### src/rtl/a2d_spi_resp_pkg.sv
// Shared types and constants for the A2D SPI responder.
// Latency: none (declarations only).
// Backpressure: not applicable.
package a2d_pkg;

    typedef enum logic [1:0] {
        IDLE,
        LOAD,
        SHIFT,
        DONE
    } resp_state_t;

    localparam int FRAME_W    = 16;
    localparam int CMD_CH_MSB = 13;
    localparam int CMD_CH_LSB = 11;
    localparam int CH_W       = 3;
    localparam int BCNT_W     = 5;

    // Well-known channel codes on the board.
    localparam logic [CH_W-1:0] LFT_LD_CH  = 3'd0;
    localparam logic [CH_W-1:0] RGHT_LD_CH = 3'd4;
    localparam logic [CH_W-1:0] BATT_CH    = 3'd5;

    // Channel-select field of a command frame.
    function automatic logic [CH_W-1:0] cmd_chan(input logic [FRAME_W-1:0] cmd);
        return cmd[CMD_CH_MSB:CMD_CH_LSB];
    endfunction

endpackage

### src/rtl/a2d_spi_resp_if.sv
// SPI pin bundle between the A2D master and the responder.
// Latency: none (wires only).
// Backpressure: none; SPI has no flow control.
interface a2d_spi_resp_if;
    logic SS_n;
    logic SCLK;
    logic MOSI;
    logic MISO;

    modport master (output SS_n, output SCLK, output MOSI, input MISO);
    modport slave  (input SS_n, input SCLK, input MOSI, output MISO);
endinterface

### src/rtl/a2d_spi_resp_sync_edge.sv
// 2-flop synchronizer plus a third flop giving single-clk rise/fall pulses.
// Latency: pulse appears 2 clk after the raw input edge is first sampled.
// Backpressure: none. Ports: clk, rst (sync, high), din (async), rise, fall.
module spi_sync_edge #(
    parameter logic IDLE_LVL = 1'b1
) (
    input  logic clk,
    input  logic rst,
    input  logic din,
    output logic rise,
    output logic fall
);
    logic s1_q, s1_d;
    logic s2_q, s2_d;
    logic s3_q, s3_d;

    always_comb begin
        s1_d = din;
        s2_d = s1_q;
        s3_d = s2_q;
    end

    always_ff @(posedge clk) begin
        if (rst) begin
            s1_q <= IDLE_LVL;
            s2_q <= IDLE_LVL;
            s3_q <= IDLE_LVL;
        end else begin
            s1_q <= s1_d;
            s2_q <= s2_d;
            s3_q <= s3_d;
        end
    end

    assign rise = s2_q & ~s3_q;
    assign fall = ~s2_q & s3_q;
endmodule

### src/rtl/a2d_spi_resp.sv
// SPI mode-0 responder modelling an 8-channel ADC; returns the channel chosen by the previous frame.
// Latency: MISO MSB 4 clk after raw SS_n fall; cmd_vld/frm_err 4 clk after raw SS_n rise.
// Backpressure: none. Ports: clk, rst, spi (slave pins), ch_data, last_cmd, cmd_vld, frm_err, frm_cnt.
module a2d_spi_resp
    import a2d_pkg::*;
#(
    parameter int NUM_CH = 8,
    parameter int DATA_W = 12
) (
    input  logic                     clk,
    input  logic                     rst,
    a2d_spi_resp_if.slave            spi,
    input  logic [NUM_CH*DATA_W-1:0] ch_data,
    output logic [FRAME_W-1:0]       last_cmd,
    output logic                     cmd_vld,
    output logic                     frm_err,
    output logic [15:0]              frm_cnt
);
    resp_state_t          state_q, state_d;
    logic [BCNT_W-1:0]    bit_cnt_q, bit_cnt_d;
    logic [FRAME_W-1:0]   rx_shft_q, rx_shft_d;
    logic [FRAME_W-1:0]   tx_shft_q, tx_shft_d;
    logic [CH_W-1:0]      sel_ch_q, sel_ch_d;
    logic [FRAME_W-1:0]   last_cmd_q, last_cmd_d;
    logic                 cmd_vld_q, cmd_vld_d;
    logic                 frm_err_q, frm_err_d;
    logic [15:0]          frm_cnt_q, frm_cnt_d;
    logic                 miso_q, miso_d;
    logic                 mosi_s1_q, mosi_s1_d;
    logic                 mosi_s2_q, mosi_s2_d;
    // Counts clocks since reset release; an SS_n fall is only honoured once the
    // synchronizer holds real pin values, so a frame already running is not joined.
    logic [1:0]           arm_cnt_q, arm_cnt_d;

    logic ss_rise, ss_fall, sclk_rise, sclk_fall;
    logic [DATA_W-1:0] ch_sel_dat;

    spi_sync_edge #(.IDLE_LVL(1'b1)) u_ss_sync (
        .clk (clk), .rst (rst), .din (spi.SS_n), .rise (ss_rise), .fall (ss_fall)
    );

    spi_sync_edge #(.IDLE_LVL(1'b1)) u_sclk_sync (
        .clk (clk), .rst (rst), .din (spi.SCLK), .rise (sclk_rise), .fall (sclk_fall)
    );

    assign ch_sel_dat = ch_data[sel_ch_q*DATA_W +: DATA_W];

    always_comb begin
        state_d    = state_q;
        bit_cnt_d  = bit_cnt_q;
        rx_shft_d  = rx_shft_q;
        tx_shft_d  = tx_shft_q;
        sel_ch_d   = sel_ch_q;
        last_cmd_d = last_cmd_q;
        frm_cnt_d  = frm_cnt_q;
        cmd_vld_d  = 1'b0;
        frm_err_d  = 1'b0;
        mosi_s1_d  = spi.MOSI;
        mosi_s2_d  = mosi_s1_q;
        arm_cnt_d  = (arm_cnt_q == 2'd3) ? 2'd3 : arm_cnt_q + 2'd1;

        case (state_q)
            IDLE: begin
                if (ss_fall && arm_cnt_q == 2'd3) state_d = LOAD;
            end
            LOAD: begin
                tx_shft_d = {{(FRAME_W-DATA_W){1'b0}}, ch_sel_dat};
                bit_cnt_d = '0;
                state_d   = SHIFT;
            end
            SHIFT: begin
                // SS_n rise takes priority over any coincident SCLK edge.
                if (ss_rise) begin
                    state_d = DONE;
                end else begin
                    if (sclk_rise) begin
                        rx_shft_d = {rx_shft_q[FRAME_W-2:0], mosi_s2_q};
                        if (bit_cnt_q != '1) bit_cnt_d = bit_cnt_q + 1'b1;
                    end
                    // The falling edge before the first rise must not consume the MSB.
                    if (sclk_fall && bit_cnt_q != '0) begin
                        tx_shft_d = {tx_shft_q[FRAME_W-2:0], 1'b0};
                    end
                end
            end
            DONE: begin
                if (bit_cnt_q == BCNT_W'(FRAME_W)) begin
                    last_cmd_d = rx_shft_q;
                    sel_ch_d   = cmd_chan(rx_shft_q);
                    cmd_vld_d  = 1'b1;
                    frm_cnt_d  = frm_cnt_q + 16'd1;
                end else begin
                    frm_err_d  = 1'b1;
                end
                state_d = IDLE;
            end
            default: state_d = IDLE;
        endcase

        miso_d = (state_d == SHIFT) ? tx_shft_d[FRAME_W-1] : 1'b0;
    end

    always_ff @(posedge clk) begin
        if (rst) begin
            state_q    <= IDLE;
            bit_cnt_q  <= '0;
            rx_shft_q  <= '0;
            tx_shft_q  <= '0;
            sel_ch_q   <= '0;
            last_cmd_q <= '0;
            cmd_vld_q  <= 1'b0;
            frm_err_q  <= 1'b0;
            frm_cnt_q  <= '0;
            miso_q     <= 1'b0;
            mosi_s1_q  <= 1'b0;
            mosi_s2_q  <= 1'b0;
            arm_cnt_q  <= '0;
        end else begin
            state_q    <= state_d;
            bit_cnt_q  <= bit_cnt_d;
            rx_shft_q  <= rx_shft_d;
            tx_shft_q  <= tx_shft_d;
            sel_ch_q   <= sel_ch_d;
            last_cmd_q <= last_cmd_d;
            cmd_vld_q  <= cmd_vld_d;
            frm_err_q  <= frm_err_d;
            frm_cnt_q  <= frm_cnt_d;
            miso_q     <= miso_d;
            mosi_s1_q  <= mosi_s1_d;
            mosi_s2_q  <= mosi_s2_d;
            arm_cnt_q  <= arm_cnt_d;
        end
    end

    assign spi.MISO = miso_q;
    assign last_cmd = last_cmd_q;
    assign cmd_vld  = cmd_vld_q;
    assign frm_err  = frm_err_q;
    assign frm_cnt  = frm_cnt_q;
endmodule

### src/flat_wrapper.sv
// flat-port wrapper written by rule: the top's interface ports become plain ports
module a2d_spi_resp_flat import a2d_pkg::*;
#(
    parameter int NUM_CH = 8,
    parameter int DATA_W = 12
)
  (clk, rst, ch_data, last_cmd, cmd_vld, frm_err, frm_cnt, spi_SS_n, spi_SCLK, spi_MOSI, spi_MISO);
  a2d_spi_resp_if spi_i ();
  input  logic clk;
  input  logic rst;
  input  logic [NUM_CH*DATA_W-1:0] ch_data;
  output logic [FRAME_W-1:0] last_cmd;
  output logic cmd_vld;
  output logic frm_err;
  output logic [15:0] frm_cnt;
  input wire logic [$bits(spi_i.SS_n)-1:0] spi_SS_n;
  input wire logic [$bits(spi_i.SCLK)-1:0] spi_SCLK;
  input wire logic [$bits(spi_i.MOSI)-1:0] spi_MOSI;
  output wire logic [$bits(spi_i.MISO)-1:0] spi_MISO;
  assign spi_i.SS_n = spi_SS_n;
  assign spi_i.SCLK = spi_SCLK;
  assign spi_i.MOSI = spi_MOSI;
  assign spi_MISO = spi_i.MISO;
  a2d_spi_resp #(.NUM_CH(NUM_CH), .DATA_W(DATA_W)) u_core (.clk(clk), .rst(rst), .spi(spi_i), .ch_data(ch_data), .last_cmd(last_cmd), .cmd_vld(cmd_vld), .frm_err(frm_err), .frm_cnt(frm_cnt));
endmodule
### config.mk
export PLATFORM = sky130hd
export DESIGN_NAME = a2d_spi_resp_flat
export DESIGN_NICKNAME = d
export VERILOG_FILES = /design/src/rtl/a2d_spi_resp_pkg.sv /design/src/rtl/a2d_spi_resp_if.sv /design/src/rtl/a2d_spi_resp_sync_edge.sv /design/src/rtl/a2d_spi_resp.sv /design/src/flat_wrapper.sv
export SDC_FILE = /design/constraint.sdc
export NUM_CORES = 1
export LEC_CHECK = 0
export BUFFER_PORTS_ARGS = -buffer_cell sky130_fd_sc_hd__buf_2
export CORE_UTILIZATION = 40
export CTS_CLUSTER_SIZE = 20
export DETAILED_ROUTE_END_ITERATION = 8
export PLACE_DENSITY_LB_ADDON = 0.25
export SETUP_SLACK_MARGIN = 0.2
export SLEW_MARGIN = 5
export SYNTH_ARGS = -nofsm -noshare
export SYNTH_HDL_FRONTEND = slang
export SYNTH_SLANG_ARGS = --single-unit
### constraint.sdc
create_clock -name clk -period 2.4 [get_ports clk]
set_input_delay 0.48 -clock clk [delete_from_list [all_inputs] [get_ports clk]]
set_output_delay 0.48 -clock clk [all_outputs]
set_load 0.05 [all_outputs]
==> results of run 1 <==
## worst max-delay path by stage
stage / from / endpoint / slack [ns]
2_1_floorplan: u_core.last_cmd[12] / u_core.tx_shft_q[3] / 0.28
3_3_place_gp: u_core.bit_cnt_q[0] / u_core.frm_cnt[0] / 0.41
3_5_place_dp: u_core.bit_cnt_q[0] / u_core.frm_cnt[0] / 0.38
4_1_cts: u_core.bit_cnt_q[0] / u_core.last_cmd[14] / 0.34
5_1_grt: u_core.bit_cnt_q[0] / u_core.frm_cnt[13] / 0.22
6_report: u_core.bit_cnt_q[0] / u_core.frm_cnt[11] / 0.34
## metrics by stage
stage               setup WS (ns)  area (sq um)  total power, mW  instances
floorplan                   0.279          4140             1.54        417
global placement            0.407          4910             1.64        663
detailed placement          0.376          4910             1.65        663
CTS                         0.339          5140             2.80        678
global route                0.220          5150             2.90        678
finish                      0.342          5150             2.78        678
## final cells by class
cell class | instances | area, sq um
Multi-Input combinational cell | 290 | 2260
Clock buffer | 11 | 131
Clock inverter | 4 | 98.8
Fill cell | 924 | 4760
Tap cell | 133 | 166
Inverter | 12 | 45.0
Sequential cell | 84 | 1680
Timing Repair Buffer | 144 | 768
## registers in the layout (all words and copies together), names as in the netlist
signal,count
u_core.frm_cnt,16
u_core.last_cmd,16
u_core.rx_shft_q,16
u_core.tx_shft_q,16
u_core.bit_cnt_q,5
u_core.arm_cnt_q,2
u_core.state_q,2
u_core.cmd_vld,1
u_core.frm_err,1
u_core.mosi_s1_q,1
u_core.mosi_s2_q,1
u_core.spi.MISO,1
u_core.u_sclk_sync.s1_q,1
u_core.u_sclk_sync.s2_q,1
u_core.u_sclk_sync.s3_q,1
u_core.u_ss_sync.s1_q,1
u_core.u_ss_sync.s2_q,1
u_core.u_ss_sync.s3_q,1
## cells by family after synthesis
| logic type | count (synthesis) | share of synthesized area, % |
|---|---|---|
| simple gates | 134 | 17.6 |
| compound gates | 88 | 12.9 |
| flops | 84 | 40.6 |
| mux | 52 | 19.8 |
| buf+inv | 43 | 4.98 |
| xor+xnor | 8 | 1.69 |
| fa+ha+maj | 8 | 2.42 |
## synthesized netlist by cell type, types with 3 or more instances
| master | count | area share, % |
|---|---|---|
| or3_1 | 4 | 0.60 |
| buf_2 | 12 | 1.5 |
| buf_1 | 3 | 0.27 |
| mux4_2 | 23 | 13 |
| buf_6 | 4 | 1.1 |
| and3_1 | 4 | 0.60 |
| nand2_1 | 43 | 3.9 |
| xor2_1 | 6 | 1.3 |
| a22oi_1 | 11 | 2.0 |
| o31ai_1 | 6 | 1.1 |
| nor2b_1 | 4 | 0.60 |
| ha_1 | 8 | 2.4 |
| or2_2 | 8 | 1.2 |
| mux2_2 | 11 | 3.0 |
| o21ai_0 | 9 | 1.1 |
| nor3_1 | 3 | 0.36 |
| a21oi_1 | 44 | 5.3 |
| nand4_1 | 4 | 0.60 |
| and2_1 | 4 | 0.60 |
| or4_1 | 5 | 0.91 |
| a211oi_1 | 11 | 2.0 |
| mux2i_1 | 18 | 4.4 |
| nand3_1 | 12 | 1.5 |
| nor2_1 | 30 | 2.7 |
| inv_1 | 12 | 1.1 |
| dfxtp_1 | 84 | 41 |
| clkbuf_1 | 12 | 1.1 |
## layer usage
metal | up-vias | wire, microns | track usage (%)
met5 | - | 0 | 0
met4 | 0 | 167 | 6.43
met3 | 19 | 440 | 5.98
met2 | 59 | 5130 | 33.3
met1 | 1702 | 4650 | 24.9
li1 | 1759 | - | -
## power by group
part / leakage, nW / total, mW / switching (mW) / internal (mW)
combinational: 1.37 / 0.196 / 0.0832 / 0.113
sequential: 0.679 / 1.42 / 0.00850 / 1.41
clock: 0.114 / 1.17 / 0.483 / 0.688
total: 2.16 / 2.78 / 0.575 / 2.21
## critical path, stage by stage (launching register included)
cell	delay, ns
dfxtp_1	0.35
inv_1	0.10
ha_1	0.16
and4bb_1	0.48
nand4_4	0.24
or4_1	0.51
a21oi_1	0.15
## cell usage in the layout, fill, tap and decap left out, types with 9 or more instances in the layout
| master | synthesis | final |
|---|---|---|
| dfxtp_1 | 84 | 84 |
| mux2i_1 | 18 | 18 |
| mux4_2 | 23 | 23 |
| nand3_1 | 12 | 12 |
| nor2_1 | 30 | 30 |
| a21oi_1 | 44 | 44 |
| o21ai_0 | 9 | 9 |
| a211oi_1 | 11 | 11 |
| clkbuf_8 | 0 | 9 |
| inv_1 | 12 | 12 |
| buf_2 | 12 | 135 |
| nand2_1 | 43 | 42 |
| mux2_2 | 11 | 11 |
| a22oi_1 | 11 | 11 |
==> summary.md, run 1 <==
| Metric | Value |
|---|---|
| Std cell rows | `36` |
| CP Data Required Time | `2.68 ns` |
| Run status | `completed` |
| Remaining DRCs | `0` |
| Die Span Y | `104 microns` |
| Fmax | `486 MHz` |
| First-pass GRT wire length | `17500 microns` |
| Via density | `5.22` |
| Layout cells sized above 1 | `37.8%` |
| GP Congestion | `0.929` |
| R2R cell count | `6` |
| Number of synthesized flops with an enable pin | `0` |
| Max_cap viols | `0` |
| # hold bufs at CTS | `0` |
| Vias in the first global route | `3628` |
| Num CTS Buffers | `9` |
| Pwr per Cell Area | `541 mW/mm^2` |
| Unrepaired setup endpoints after global routing | `false` |
| Bufs on Longest Clock Path | `2` |
| Clock sink count | `84` |
| Total number of vias | `3539` |
| Worst Hold Launch | `spi_SCLK` |
| DIE AREA | `0.0108 sq mm` |
| Mapped Cells | `417` |
| Grt ovf | `0` |
| Crit Path Class | `reg -> reg` |
| Hold WS | `0.313 ns` |
| Port bufs | `135` |
| R2R Path Start | `u_core.bit_cnt_q[0]` |
| Reg2reg setup slack | `0.34 ns` |
| Final setup violation count | `0` |
| Pin count of the biggest net entering global routing | `38` |
| Post-synthesis cell type count | `42` |
| Ys Warns | `0` |
| TritonCTS clock tree | `yes` |
| HP Class | `in -> reg` |
| Critical Path Start Type | `flip-flop` |
| DR WL/cell | `15.3 microns` |
| I/O pin count | `136` |
| Final Hold Vio Count | `0` |
| Post-CTS sizing | `0` |
| Mapped Nets | `526` |
| Crit path arrival time | `2.34 ns` |
| Leak | `2.16 nW` |
| Sequential-to-total area share from yosys stat | `40.6%` |
| Ys flop type | `dfxtp_1` |
| Pins Over Slew Limit | `0` |
| DRT Wirelength | `10400 microns` |
| Crit Reg-Reg Endpoint | `u_core.frm_cnt[11]` |
| Final Cycle Share | `85.8%` |
| Width of the chip | `104 microns` |
| Crit. End Element | `flip-flop` |
| Finished Core Util | `52.0%` |
| Total negative slack | `0 ns` |
| Hpwl dp | `7780 microns` |
| WHS Path Cells | `2` |
| Endpoint, Worst Hold | `u_core.u_sclk_sync.s1_q` |
| CTS clk-pin slew, worst paths | `0.08 ns` |
| Worst-Skew Late Latency | `0.35 ns` |
| Antenna diodes | `0` |
| Nets@finish | `650` |
| Synth-to-layout area growth | `24.3%` |
| Tmin final | `2.06 ns` |
| Crit path max fanout | `9` |
| Max_slew headroom | `52.3%` |
| Post-synthesis area per instance | `9.93 sq um` |
| 1st-iter DRT viols | `129` |
| Synthesized area | `0.00414 sq mm` |
| Worst slew pin tran | `0.715 ns` |
| Pre-antenna DRT Iters | `4` |
| Peak VDD IR | `0.338 mV` |
| Antenna-violating nets left | `0` |
| Post-synth ARST share | `0%` |
| Register bit total from synthesis | `84` |
| Overall Global Routing Usage | `20.0%` |
| Setup bufs post-CTS | `0` |
| Initial Utilization | `41.8%` |
| Antenna violations before repair | `0` |
| Clock root buffer | `clkbuf_8` |
| Clk_skew | `0.0116 ns` |
| H-tree Lvls | `3` |
| Core area | `0.00991 sq mm` |
Power figures use the tool's default switching activity.
==> run 2: changes to the inputs <==
--- a/config.mk
+++ b/config.mk
@@ -6,6 +6,8 @@
 export NUM_CORES = 1
 export LEC_CHECK = 0
 export BUFFER_PORTS_ARGS = -buffer_cell sky130_fd_sc_hd__buf_2
+export CORE_ASPECT_RATIO = 0.6
+export CORE_MARGIN = 2
 export CORE_UTILIZATION = 40
 export CTS_CLUSTER_SIZE = 20
 export DETAILED_ROUTE_END_ITERATION = 8
==> run 2 against run 1 <==
  * Non-clock buffer count grew 1
  * Clock power grew 34%
  * Clock skew shrank 0.0055 ns
  * Utilization grew 0.97 points
  * Setup slack gained 0.026 ns
  * Critical endpoint is now u_core.frm_cnt[15]
  * Critical path type unchanged
==> summary.md, run 2 (synthesis results as in run 1) <==
| Metric | Value |
|---|---|
| Dpl ws | `0.391 ns (+0.0153 ns)` |
| DIE AREA | `0.0112 sq mm (+4.1%)` |
| Final setup violation count | `0 (unchanged)` |
| Pin count of the biggest net entering global routing | `41 (+7.9%)` |
| Finished Core Util | `52.9% (+0.97 points)` |
| Worst Hold Launch | `spi_SS_n` |
| Placed Area | `0.00493 sq mm (+0.23%)` |
| DR WL/cell | `14.6 microns (-4.8%)` |
| Commonest cells after routing, fill and taps aside | `buf_2, dfxtp_1, a21oi_1, nand2_1, nor2_1` |
| Run status | `completed` |
| Hpwl dp | `7380 microns (-5.2%)` |
| Pre-antenna DRT Iters | `4 (unchanged)` |
| TritonCTS clock tree | `yes` |
| Clock root buffer | `clkbuf_16` |
| GR Util met1 | `26.3% (+1.3 points)` |
| Antenna-violating nets left | `0 (unchanged)` |
| WHS Path Cells | `2 (unchanged)` |
| HP Class | `in -> reg` |
| Post-CTS sizing | `0 (unchanged)` |
| Met3 Resource Use GR | `5.74% (-0.24 points)` |
| Crit path arrival time | `2.30 ns (-0.04 ns)` |
| Worst-Skew Late Latency | `0.34 ns (about the same)` |
| First-pass GRT wire length | `17100 microns (-2.4%)` |
| Worst slew pin tran | `0.585 ns (-0.130 ns)` |
| Layer with the highest usage | `met2` |
| H-tree Lvls | `3 (unchanged)` |
| Total number of vias | `3551 (+0.34%)` |
| Core area | `0.00995 sq mm (+0.40%)` |
| Critical Path Start Type | `flip-flop` |
| Hold WS | `0.329 ns (+0.0163 ns)` |
| Unrepaired setup endpoints after global routing | `false` |
| Num CTS Buffers | `9 (unchanged)` |
| Peak VDD IR | `0.416 mV (+23%)` |
| Initial Utilization | `41.6% (-0.17 points)` |
| I/O pin count | `136 (unchanged)` |
| Clk_skew | `0.00606 ns (-0.00551 ns)` |
| CTS clk-pin slew, worst paths | `0.06 ns (-0.02 ns)` |
| Antenna diodes | `0 (unchanged)` |
| Width of the chip | `135 microns (+30%)` |
| Internal cell power | `2.53 mW (+15%)` |
| Design area | `0.00527 sq mm (+2.3%)` |
| Final Cycle Share | `84.7% (-1.1 points)` |
| Leak | `2.21 nW (+2.4%)` |
| # hold bufs at CTS | `0 (unchanged)` |
| Overall Global Routing Usage | `18.7% (-1.4 points)` |
| Die Span Y | `82.8 microns (-20%)` |
| Port bufs | `135 (unchanged)` |
| Setup bufs post-CTS | `0 (unchanged)` |
| Crit Path Class | `reg -> reg` |
| Switch share | `20.2% (-0.48 points)` |
| Crit Reg-Reg Endpoint | `u_core.frm_cnt[15]` |
| Pins Over Slew Limit | `0 (unchanged)` |
| Layout cells sized above 1 | `38.2% (+0.41 points)` |
| Final Hold Vio Count | `0 (unchanged)` |
| CP Data Required Time | `2.67 ns (about the same)` |
| Antenna violations before repair | `0 (unchanged)` |
| Via density | `5.21 (-0.25%)` |
| Max_slew headroom | `60.9% (+8.6 points)` |
| Total negative slack | `0 ns (unchanged)` |
| Vias in the first global route | `3568 (-1.7%)` |
| Pwr per Cell Area | `603 mW/mm^2 (+11%)` |
| Psw | `0.640 mW (+11%)` |
| Most common cell after layout, fill and taps aside | `buf_2` |
| R2R Path Start | `u_core.bit_cnt_q[0]` |
| R2R cell count | `6 (unchanged)` |
| Bufs on Longest Clock Path | `2 (unchanged)` |
| Comb pwr share | `5.9% (-1.1 points)` |
| GR Layer Usage met2 | `28.2% (-5.1 points)` |
| Clock Power Share | `49.4% (+7.3 points)` |
| Crit path max fanout | `9 (unchanged)` |
| Std cell rows | `28 (-22%)` |
| Remaining DRCs | `0 (unchanged)` |
| Nets@finish | `651 (+0.15%)` |
| Endpoint, Worst Hold | `u_core.u_ss_sync.s1_q` |
| Final worst setup slack | `0.368 ns (+0.0262 ns)` |
| Crit. End Element | `flip-flop` |
| Tmin final | `2.03 ns (-0.0262 ns)` |
| 1st-iter DRT viols | `248 (+92%)` |
| Clock sink count | `84 (unchanged)` |
| Grt ovf | `0 (unchanged)` |
| Max_cap viols | `0 (unchanged)` |
| Reg2reg setup slack | `0.37 ns (+0.03 ns)` |
| DRT Wirelength | `9950 microns (-4.2%)` |
| Fmax | `492 MHz (+1.3%)` |
| GP Congestion | `0.778 (-16%)` |
| Flop pwr share | `44.7% (-6.2 points)` |
| Synth-to-layout area growth | `27.2%` |
## run 2: changes by cell type in the layout (fill, tap and decap cells not counted), sizes merged
cell      before  now
clkinvlp       0    2
clkbuf        11    9
clkinv         1    2
buf          144  145
## run 2: critical path, stage by stage, from the launching register on
cell and delay (ns):
dfxtp_1 0.33, inv_1 0.09, ha_1 0.16, and4bb_1 0.47
nand4_4 0.24, or4_1 0.52, a21oi_1 0.15
## run 2: worst max path at each step
stage / slack [ns] / depth (start not counted) / start / end
3_3_place_gp: 0.48 / 6 / u_core.bit_cnt_q[0] / u_core.frm_cnt[15]
6_report: 0.37 / 6 / u_core.bit_cnt_q[0] / u_core.frm_cnt[15]
3_5_place_dp: 0.39 / 6 / u_core.bit_cnt_q[0] / u_core.frm_cnt[15]
2_1_floorplan: 0.28 / 6 / u_core.last_cmd[12] / u_core.tx_shft_q[3]
5_1_grt: 0.20 / 6 / u_core.bit_cnt_q[0] / u_core.frm_cnt[11]
4_1_cts: 0.38 / 6 / u_core.bit_cnt_q[0] / u_core.frm_cnt[15]
## run 2: routing by layer
metal | part of all wire (%) | up-vias
li1 | - | 1770
met1 | 50 | 1715
met2 | 45 | 55
met3 | 4.2 | 11
met4 | 0.90 | 0
met5 | 0 | -
## run 2: layout make-up
class                           count  area, sq um
Clock buffer                        9          225
Sequential cell                    84         1680
Timing Repair Buffer              145          776
Inverter                           12         45.0
Clock inverter                      7          115
Fill cell                         919         4680
Tap cell                          135          169
Multi-Input combinational cell    290         2250
## run 2: through the flow
stage | cells | power, mW
after CTS | 682 | 3.20
final | 682 | 3.17
after global placement | 666 | 1.63
after floorplan | 417 | 1.54
after detailed placement | 666 | 1.64
after global routing | 682 | 3.28
## run 2: power groups by stage
stage	Combinational [mW]	Sequential, mW	Clock (mW)
4_1_cts	0.189	1.42	1.60
3_3_place_gp	0.182	1.45	0
2_1_floorplan	0.0902	1.45	0
5_1_grt	0.208	1.42	1.66
6_report	0.188	1.42	1.57
3_5_place_dp	0.188	1.45	0
